**src/rtl/mod_reduct_gl_arb.sv**
```systemverilog
// Round-robin, credit-gated front end sharing one Goldilocks reducer among N_REQ requesters.
// Define MOD_REDUCT_GL_ARB_CHECK_EN to enable the sticky err flag and simulation assertions.
module mod_reduct_gl_arb #(
    parameter int N_REQ     = 4,
    parameter int MOD_W     = 64,
    parameter int RED_LAT   = 3,
    parameter int OUT_DEPTH = 4
) (
    input  logic                     clk,
    input  logic                     rst,
    input  logic [N_REQ-1:0]         in_vld,
    output logic [N_REQ-1:0]         in_rdy,
    input  logic [N_REQ*2*MOD_W-1:0] in_data,
    output logic                     red_avail,
    output logic [2*MOD_W-1:0]       red_a,
    input  logic                     red_z_avail,
    input  logic [MOD_W-1:0]         red_z,
    output logic [N_REQ-1:0]         out_vld,
    input  logic [N_REQ-1:0]         out_rdy,
    output logic [N_REQ*MOD_W-1:0]   out_data,
    output logic                     err
);
    localparam int DW = 2 * MOD_W;
    localparam int IW = $clog2(N_REQ);
    localparam int PW = $clog2(OUT_DEPTH);
    localparam int CW = $clog2(OUT_DEPTH + 1);

    logic [IW-1:0]              r_ptr;
    logic [RED_LAT:0]           r_tv;
    logic [RED_LAT:0][IW-1:0]   r_tid;

    logic [N_REQ-1:0] w_cok;
    logic [N_REQ-1:0] w_elig;
    logic [N_REQ-1:0] w_gnt;
    logic [N_REQ-1:0] w_wr;
    logic [N_REQ-1:0] w_pop;
    logic [IW-1:0]    w_gidx;
    logic [IW-1:0]    w_nxt;
    logic             w_any;
    logic [DW-1:0]    w_sel;

    function automatic logic [IW-1:0] f_rot(input logic [IW-1:0] p, input int i);
        int s;
        s = int'(p) + i;
        if (s >= N_REQ) s = s - N_REQ;
        return IW'(s);
    endfunction

    assign w_elig = in_vld & w_cok & {N_REQ{~rst}};
    assign w_pop  = out_vld & out_rdy;
    assign in_rdy = w_gnt;

    // First eligible requester at or after the pointer wins.
    always_comb begin
        w_any  = 1'b0;
        w_gidx = '0;
        w_gnt  = '0;
        for (int i = 0; i < N_REQ; i++) begin
            if (!w_any && w_elig[f_rot(r_ptr, i)]) begin
                w_any  = 1'b1;
                w_gidx = f_rot(r_ptr, i);
            end
        end
        if (w_any) w_gnt[w_gidx] = 1'b1;
    end

    always_comb begin
        w_sel = '0;
        for (int r = 0; r < N_REQ; r++) begin
            if (w_gnt[r]) w_sel = in_data[r*DW +: DW];
        end
    end

    assign w_nxt = (w_gidx == IW'(N_REQ - 1)) ? '0 : w_gidx + 1'b1;

    // Tag pipe runs in lockstep with the stall-free reducer.
    always_ff @(posedge clk or posedge rst) begin
        if (rst) begin
            r_ptr     <= '0;
            red_avail <= 1'b0;
            red_a     <= '0;
            r_tv      <= '0;
            r_tid     <= '0;
        end else begin
            red_avail <= w_any;
            red_a     <= w_sel;
            r_tv      <= {r_tv[RED_LAT-1:0], w_any};
            r_tid     <= {r_tid[RED_LAT-1:0], w_gidx};
            if (w_any) r_ptr <= w_nxt;
        end
    end

    for (genvar g = 0; g < N_REQ; g++) begin : g_req
        logic [CW-1:0]    r_credit;
        logic [CW-1:0]    r_cnt;
        logic [PW-1:0]    r_wp;
        logic [PW-1:0]    r_rp;
        logic [MOD_W-1:0] r_mem [OUT_DEPTH];

        assign w_cok[g]   = (r_credit != '0);
        assign out_vld[g] = (r_cnt != '0);
        assign w_wr[g]    = r_tv[RED_LAT] && (r_tid[RED_LAT] == IW'(g));
        assign out_data[g*MOD_W +: MOD_W] = r_mem[r_rp];

        always_ff @(posedge clk or posedge rst) begin
            if (rst) begin
                r_credit <= CW'(OUT_DEPTH);
                r_cnt    <= '0;
                r_wp     <= '0;
                r_rp     <= '0;
            end else begin
                if (w_gnt[g] && !w_pop[g])
                    r_credit <= r_credit - 1'b1;
                else if (!w_gnt[g] && w_pop[g])
                    r_credit <= r_credit + 1'b1;
                if (w_wr[g] && !w_pop[g])
                    r_cnt <= r_cnt + 1'b1;
                else if (!w_wr[g] && w_pop[g])
                    r_cnt <= r_cnt - 1'b1;
                if (w_wr[g]) r_wp <= r_wp + 1'b1;
                if (w_pop[g]) r_rp <= r_rp + 1'b1;
            end
        end

        always_ff @(posedge clk) begin
            if (w_wr[g]) r_mem[r_wp] <= red_z;
        end

`ifdef MOD_REDUCT_GL_ARB_CHECK_EN
        a_no_ovf : assert property (@(posedge clk) disable iff (rst)
            (w_wr[g] && !w_pop[g]) |-> (r_cnt != CW'(OUT_DEPTH)));
        a_no_udf : assert property (@(posedge clk) disable iff (rst)
            w_gnt[g] |-> (r_credit != '0));
`endif
    end

`ifdef MOD_REDUCT_GL_ARB_CHECK_EN
    logic r_err;

    always_ff @(posedge clk or posedge rst) begin
        if (rst)
            r_err <= 1'b0;
        else if (r_tv[RED_LAT] != red_z_avail)
            r_err <= 1'b1;
    end

    assign err = r_err;

    a_onehot : assert property (@(posedge clk) disable iff (rst)
        $onehot0(in_rdy));
`else
    logic w_unused;
    assign w_unused = red_z_avail;
    assign err      = 1'b0;
`endif

endmodule

```
**config.mk**
```make
export PLATFORM = sky130hd
export DESIGN_NAME = mod_reduct_gl_arb
export DESIGN_NICKNAME = d
export VERILOG_FILES = /design/src/rtl/mod_reduct_gl_arb.sv
export SDC_FILE = /design/constraint.sdc
export NUM_CORES = 1
export LEC_CHECK = 0
export ABC_AREA = 1
export BUFFER_PORTS_ARGS = -buffer_cell sky130_fd_sc_hd__buf_4
export CORE_AREA = 2 2 386 388
export CTS_CLUSTER_DIAMETER = 120
export DETAILED_ROUTE_END_ITERATION = 10
export DIE_AREA = 0 0 388 390
export GPL_TIMING_DRIVEN = 0
export PLACE_DENSITY = 0.65
export SYNTH_ARGS = -nofsm -noshare
export SYNTH_HDL_FRONTEND = slang
export SYNTH_SLANG_ARGS = --single-unit
export TNS_END_PERCENT = 20
```
**constraint.sdc**
```tcl
create_clock -name clk -period 6.1 [get_ports clk]
set_input_delay 0.61 -clock clk [delete_from_list [all_inputs] [get_ports clk]]
set_output_delay 0.61 -clock clk [all_outputs]
set_load 0.05 [all_outputs]
```
# Word level (Yosys, flattened, before mapping)

Memory sizes are Yosys's and may differ from the RTL's.
Cells that the tools add are included.

Flip-flop bits (word level): 183
Memory bits (writable): 1,024
Input bits: 587
Output and inout port bits: 394
Logic and storage cells: 186
Memories kept: 4

Add/sub/neg operators: 32
$lt $le $gt $ge: 10
Equality and inequality tests: 4
Multiplexer cells: 52
Bitwise gates (word level): 4
Reductions and logical operators: 56

Memory list:

| name           | words | bits a word | rd ports | clocked after memory_dff | write ports | RTL line | RTL |
|---|---|---|---|---|---|---|---|
| g_req[0].r_mem | 4     | 64          | 1        | 0                        | 1           | 98       | `logic [MOD_W-1:0] r_mem [OUT_DEPTH];` |
| g_req[1].r_mem | 4     | 64          | 1        | 0                        | 1           | 98       |  |
| g_req[2].r_mem | 4     | 64          | 1        | 0                        | 1           | 98       |  |
| g_req[3].r_mem | 4     | 64          | 1        | 0                        | 1           | 98       |  |

Operators with widths:

| operator                                                                     | number |
|---|---|
| 128-bit two-way mux                                                          | 4 |
| 3-bit two-way mux                                                            | 16 |
| 3-bit by 1-bit adder with 3-bit output, second input constant                | 8 |
| 1-bit logical AND                                                            | 24 |
| 3-bit nonzero test                                                           | 8 |
| 3-bit by 1-bit subtractor with 3-bit output, second input constant           | 8 |
| 2-bit by 1-bit adder with 2-bit output, second input constant                | 9 |
| 2-bit two-way mux                                                            | 9 |
| 1-bit two-way mux                                                            | 17 |
| 2-bit nonzero test                                                           | 8 |
| 1-bit zero test                                                              | 15 |
| 2-bit by 3-bit less-than comparator with 1-bit output, second input constant | 5 |
| 4-bit bitwise AND                                                            | 3 |
| 3-bit >= comparator, second input constant                                   | 3 |
| 1-bit binary-select mux with 2-bit select                                    | 4 |
| 2-bit by 1-bit subtractor with 2-bit output, second input constant           | 4 |
| 2-bit by 2-bit adder with 3-bit output, second input constant                | 2 |
| 2-bit equality test, second input constant                                   | 3 |
| 4-bit two-way mux                                                            | 1 |
| 2-bit by 1-bit adder with 3-bit output, second input constant                | 1 |
| 2-bit by 3-bit >= comparator with 1-bit output, second input constant        | 1 |
| 1-bit demux with 2-bit select                                                | 1 |
| 2-bit by 1-bit equality test with 1-bit output, second input constant        | 1 |
| 2-bit by 1-bit >= comparator with 1-bit output, second input constant        | 1 |
| other kinds (2)                                                              | 2 |

# Logic depth before layout (Yosys ltp)

Depth in word-level cells: 24
Depth in mapped cells: 22
Gate-level depth less buffers: 19

# Worst setup path after synthesis

OpenSTA, ideal clock, no wires.

Kind: input port to flip-flop
From: input in_vld[2]
To: register g_req[1].r_credit[1]
Arrival: 4.370 ns
Path slack: 1.606 ns
Stages: 19
Path buffers: 5
Path through: inv_1 nor2_1 nand3_1 nand3_2 nand2_2 nand4_2 buf_6 buf_6 inv_1 o21ai_1 ha_1 clkbuf_1 clkbuf_1 clkbuf_1 inv_1 nor2_1 ha_1 fa_1 mux2_2

Longest elaborated chain between the ends: 22

Ends and longest elaborated chain:

| element                                   | RTL line | RTL |
|---|---|---|
| start, declared                           | 11       | `input logic [N_REQ-1:0] in_vld,` |
| 4-bit bitwise AND (*) (2 in a row)        | 49       | `assign w_elig = in_vld & w_cok & {N_REQ{~rst}};` |
| 1-bit binary-select mux with 2-bit select | 59       | `if (!w_any && w_elig[f_rot(r_ptr, i)]) begin` |
| 1-bit two-way mux (implied by the code)   | 59       |  |
| 1-bit two-way mux                         | 59       |  |
| 1-bit zero test                           | 59       |  |
| 1-bit logical AND                         | 59       |  |
| 1-bit two-way mux                         | 59       |  |
| 1-bit zero test                           | 59       |  |
| [... 5 more ...]                          | -        |  |
| net w_gidx[0]                             | 37       | `logic [IW-1:0] w_gidx;` |
| [... 1 more ...]                          | -        |  |
| 1-bit logical AND (implied by the code)   | 64       | `if (w_any) w_gnt[w_gidx] = 1'b1;` |
| 1-bit two-way mux (implied by the code)   | 64       |  |
| 1-bit demux with 2-bit select (*)         | 64       |  |
| 4-bit two-way mux (*)                     | 64       |  |
| net in_rdy[1]                             | 12       | `output logic [N_REQ-1:0] in_rdy,` |
| 1-bit zero test                           | 114      | `else if (!w_gnt[g] && w_pop[g])` |
| 1-bit logical AND                         | 114      |  |
| 2-bit nonzero test (no source line)       | -        |  |
| end signal, assigned                      | 107      | `r_credit <= CW'(OUT_DEPTH);` |
| end signal, assigned                      | 113      | `r_credit <= r_credit - 1'b1;` |
| end signal, assigned                      | 115      | `r_credit <= r_credit + 1'b1;` |
| end, declared                             | 94       | `logic [CW-1:0] r_credit;` |

The timed path passes the listed nets; every way through them passes the cells marked *. The select of a mux whose other input is x is not followed.
A chain may end at the register's enable or synchronous reset.

# Worst setup path in the final report

From: input rst
To: output in_rdy[1]

Longest elaborated chain between the ends: 19

Ends and longest elaborated chain:

| element                                                                                                                                       | RTL line | RTL |
|---|---|---|
| start, declared                                                                                                                               | 10       | `input logic rst,` |
| 1-bit NOT (*)                                                                                                                                 | 49       |  |
| 4-bit bitwise AND (*)                                                                                                                         | 49       |  |
| 1-bit binary-select mux with 2-bit select                                                                                                     | 59       |  |
| 1-bit two-way mux (implied by the code)                                                                                                       | 59       |  |
| 1-bit two-way mux                                                                                                                             | 59       |  |
| 1-bit zero test                                                                                                                               | 59       |  |
| 1-bit logical AND                                                                                                                             | 59       |  |
| 1-bit two-way mux                                                                                                                             | 59       |  |
| [... 4 more ...]                                                                                                                              | -        |  |
| 1-bit logical AND                                                                                                                             | 59       |  |
| 2-bit two-way mux (*)                                                                                                                         | 59       |  |
| net w_gidx[0]                                                                                                                                 | 37       |  |
| 2-bit by 3-bit less-than comparator with 1-bit output (implied by the code) or 2-bit by 1-bit >= comparator with 1-bit output (tied branches) | 64       |  |
| 1-bit logical AND (implied by the code)                                                                                                       | 64       |  |
| 1-bit two-way mux (implied by the code)                                                                                                       | 64       |  |
| 1-bit demux with 2-bit select (*)                                                                                                             | 64       |  |
| 4-bit two-way mux (*)                                                                                                                         | 64       |  |
| end, declared                                                                                                                                 | 12       |  |

Marks and branches as above.

==> results.md <==
- Status: complete, no violations
- Via count: 40402
- Synth area leaders: edfxtp_1 (60%), dfrtp_1 (8.7%), o21ai_0 (5.2%)
- Post-synth top flop: edfxtp_1
- Initial DRC Count: 3585
- Worst endpoint data arrival time: 5.06 ns
- Clk sinks: 1206
- Grt met1 use: 0.298
- FP Rows: 141
- Area grow syn2layout: 30.0%
- Worst Slack Setup Final: 0.425 ns
- CP Capture Type: output port
- Layout net count: 6418
- Compound-Gate Fraction of Synth Area: 0.0844
- F_max: 0.176 GHz
- WL final: 212 mm
- Layout cell share with drive strength beyond 1: 0.223
- Final Max Tran Viols: 0
- Met2 Use GR: 0.470
- Final Hold Vio Count: 0
- Die height: 390 microns
- Fin crit share: 0.930
- Global Route met3 Usage: 0.0665
- Crit path to: in_rdy[1]
- Crit path max fanout: 10
- Global Route Usage Sum: 0.272
- Filler cell count: 13646
- Max Buffers Root-to-Sink: 3
- Skew-Pair Late Insertion Delay: 0.76 ns
- Seq/Total Area, Yosys: 0.693
- DRC Markers: 0
- Register area: 0.0353 sq mm
- Routed length per instance: 27.0 microns
- CP required: 5.49 ns
- Pre-CTS WS: 0.544 ns
- Antenna violations before repair: 45
- Core box area: 0.147 sq mm
- Root Driver: clkbuf_16
- Routed Antenna Nets: 0
- Cell count after synthesis: 4600
- Xor/xnor share of the synthesized area: 0.00444
- Vias in the first global route: 39569
- DP Wirelength: 163 mm
- WHS: 0.0639 ns
- Setup CP Type: input pin to output port
- DR pass1 iterations: 7
- EDFF count, synth: 1024
- Largest family of logic cells by synthesized area: simple AND/OR/NAND/NOR gates
- Num ports: 981
- Syn avg cell area: 11.1 sq um
- Synth warn: 0
- Simple-gate share of the synthesized area: 0.144
- Type of the tightest min-delay check: input pin to register
- Post-Synthesis Cell Area: 0.0510 sq mm
- Total gr overflow: 0
- Max-slew headroom: 0.106
- H-tree levels: 4
- R2r startpoint: g_req[1].r_credit[2]
- Max-cap violation count: 0
- Minimum clock period after layout: 5.67 ns
- CP Launch Point: rst
- Reg2Reg Depth: 19
- Reg clk slew, reported paths: 0.06 ns
- Worst reg-to-reg setup slack: 1.01 ns
- First-pass GRT wire length: 291 mm
- Worst-Margin Slew: 1.34 ns
- Synthesized flop and latch total: 1206
- Unrepaired setup endpoints after global routing: no
- DR vias/cell: 5.15
- Crit Reg-Reg Endpoint: red_a[27]
- Async S/R FF share, synth: 0.151
- Die ar.: 0.151 sq mm
- CTS tree: built
- Area leader, netlist: edfxtp_1
- Distinct cells, synth: 32
- Die width: 388 microns
- Total CTS buffers: 133
- GRT busiest layer: met2
- Commonest cells in the netlist: edfxtp_1 (1024), nor2_1 (684), nand2_1 (542)
- Top-area cell type share of the netlist area: 0.603
- Fin util: 0.450
- Gpl congestion: 1.02
- Adder-Cell Fraction of Synth Area: 0.0100
- # port buffers: 978
- Multi-input logic area: 0.0126 sq mm
- Clock skew: 0.0389 ns
- Largest net degree at the start of global routing: 104
- Count leader, synth: edfxtp_1
- Initial Util: 0.346
- Post-Syn Nets: 5223
- Final setup violation count: 0
- Mux share of post-synthesis cell area: 0.00133
- CP Launch Type: input pin
## through the flow
step           cells  setup TNS, ns  instance area (sq um)
6_report        7852              0                  66200
5_1_grt         7847              0                  66200
4_1_cts         7825              0                  66200
3_5_place_dp    7542              0                  61500
3_3_place_gp    7508       -1400.33                  60700
2_1_floorplan   4600              0                  51000
## worst min-delay path by stage
stage / startpoint / end / slack [ns] / cells past startpoint
after floorplan: r_tid[0] / r_tid[2] / 0.33 / 0
after global placement: r_tid[3] / r_tid[5] / 0.34 / 0
after detailed placement: r_tv[1] / r_tv[2] / 0.33 / 0
after CTS: in_data[417] / red_a[33] / 0.0004 / 3
after global routing: in_data[430] / red_a[46] / 0.03 / 3
final: in_data[414] / red_a[30] / 0.06 / 3
## registers in the layout, indices dropped and copies added (netlist names)
register        flops
g_req.r_mem      1024
red_a             128
g_req.r_cnt        12
g_req.r_credit     12
g_req.r_rp          8
g_req.r_wp          8
r_tid               8
r_tv                4
r_ptr               2
## cell families after synthesis
group	count (synthesis)
other	1
adders and majority gates	36
DFF	1206
xor gates and xnor gates	25
and+or+nand+nor	1764
muxes	6
AOI/OAI and AO/OA	795
buffers and inverters	767
## final cells by class
type | count | share of cell area
Sequential cell | 1206 | 0.533
Multi-Input combinational cell | 2627 | 0.189
Timing Repair Buffer | 1060 | 0.129
Clock buffer | 177 | 0.0545
Tap cell | 1930 | 0.0365
Inverter | 459 | 0.0261
Buffer | 308 | 0.0225
Clock inverter | 58 | 0.00818
Antenna cell | 27 | 0.00102
## layout by cell type, fill, tap and decap left out, types with 31 or more instances in the layout
| master | synthesis | routed |
|---|---|---|
| buf_12 | 0 | 31 |
| buf_2 | 45 | 45 |
| buf_4 | 6 | 984 |
| buf_6 | 34 | 34 |
| clkbuf_1 | 214 | 249 |
| clkbuf_16 | 0 | 137 |
| dfrtp_1 | 178 | 178 |
| dlygate4sd3_1 | 0 | 48 |
| edfxtp_1 | 1024 | 1024 |
| inv_1 | 453 | 452 |
| nand2_1 | 542 | 542 |
| nand3_1 | 525 | 525 |
| nor2_1 | 684 | 668 |
| o21ai_0 | 526 | 526 |
| o22ai_1 | 256 | 256 |
## metal layers
metal / vias up / wire, microns / part of all wire
met5: - / 103 / 0.00049
met4: 18 / 14900 / 0.070
li1: 18299 / - / -
met2: 1897 / 105000 / 0.50
met1: 19764 / 73500 / 0.35
met3: 424 / 17700 / 0.084
## worst max-delay path: stages
cell	delay, ns
dlygate4sd3_1	0.61
buf_4	0.20
nor2_1	0.21
nand3_1	0.16
nand3_2	0.10
nand2_2	0.08
nand4_2	0.17
buf_6	0.21
buf_6	0.20
inv_1	0.11
o21ai_1	0.54
ha_1	0.25
clkbuf_1	0.27
clkbuf_2	0.35
clkbuf_1	0.44
inv_1	0.09
nor2_1	0.20
buf_4	0.24
## repair_timing
action	in CTS	in global routing
buffers inserted	0	0
resized for setup	0	2
endpoints found under the setup margin	0	1
hold buffers	48	0
endpoints found under the hold margin	58	0
Power is left out: the tool's default activity adds up to more than one toggle a clock period on the data nets, which glitch-free logic cannot reach.
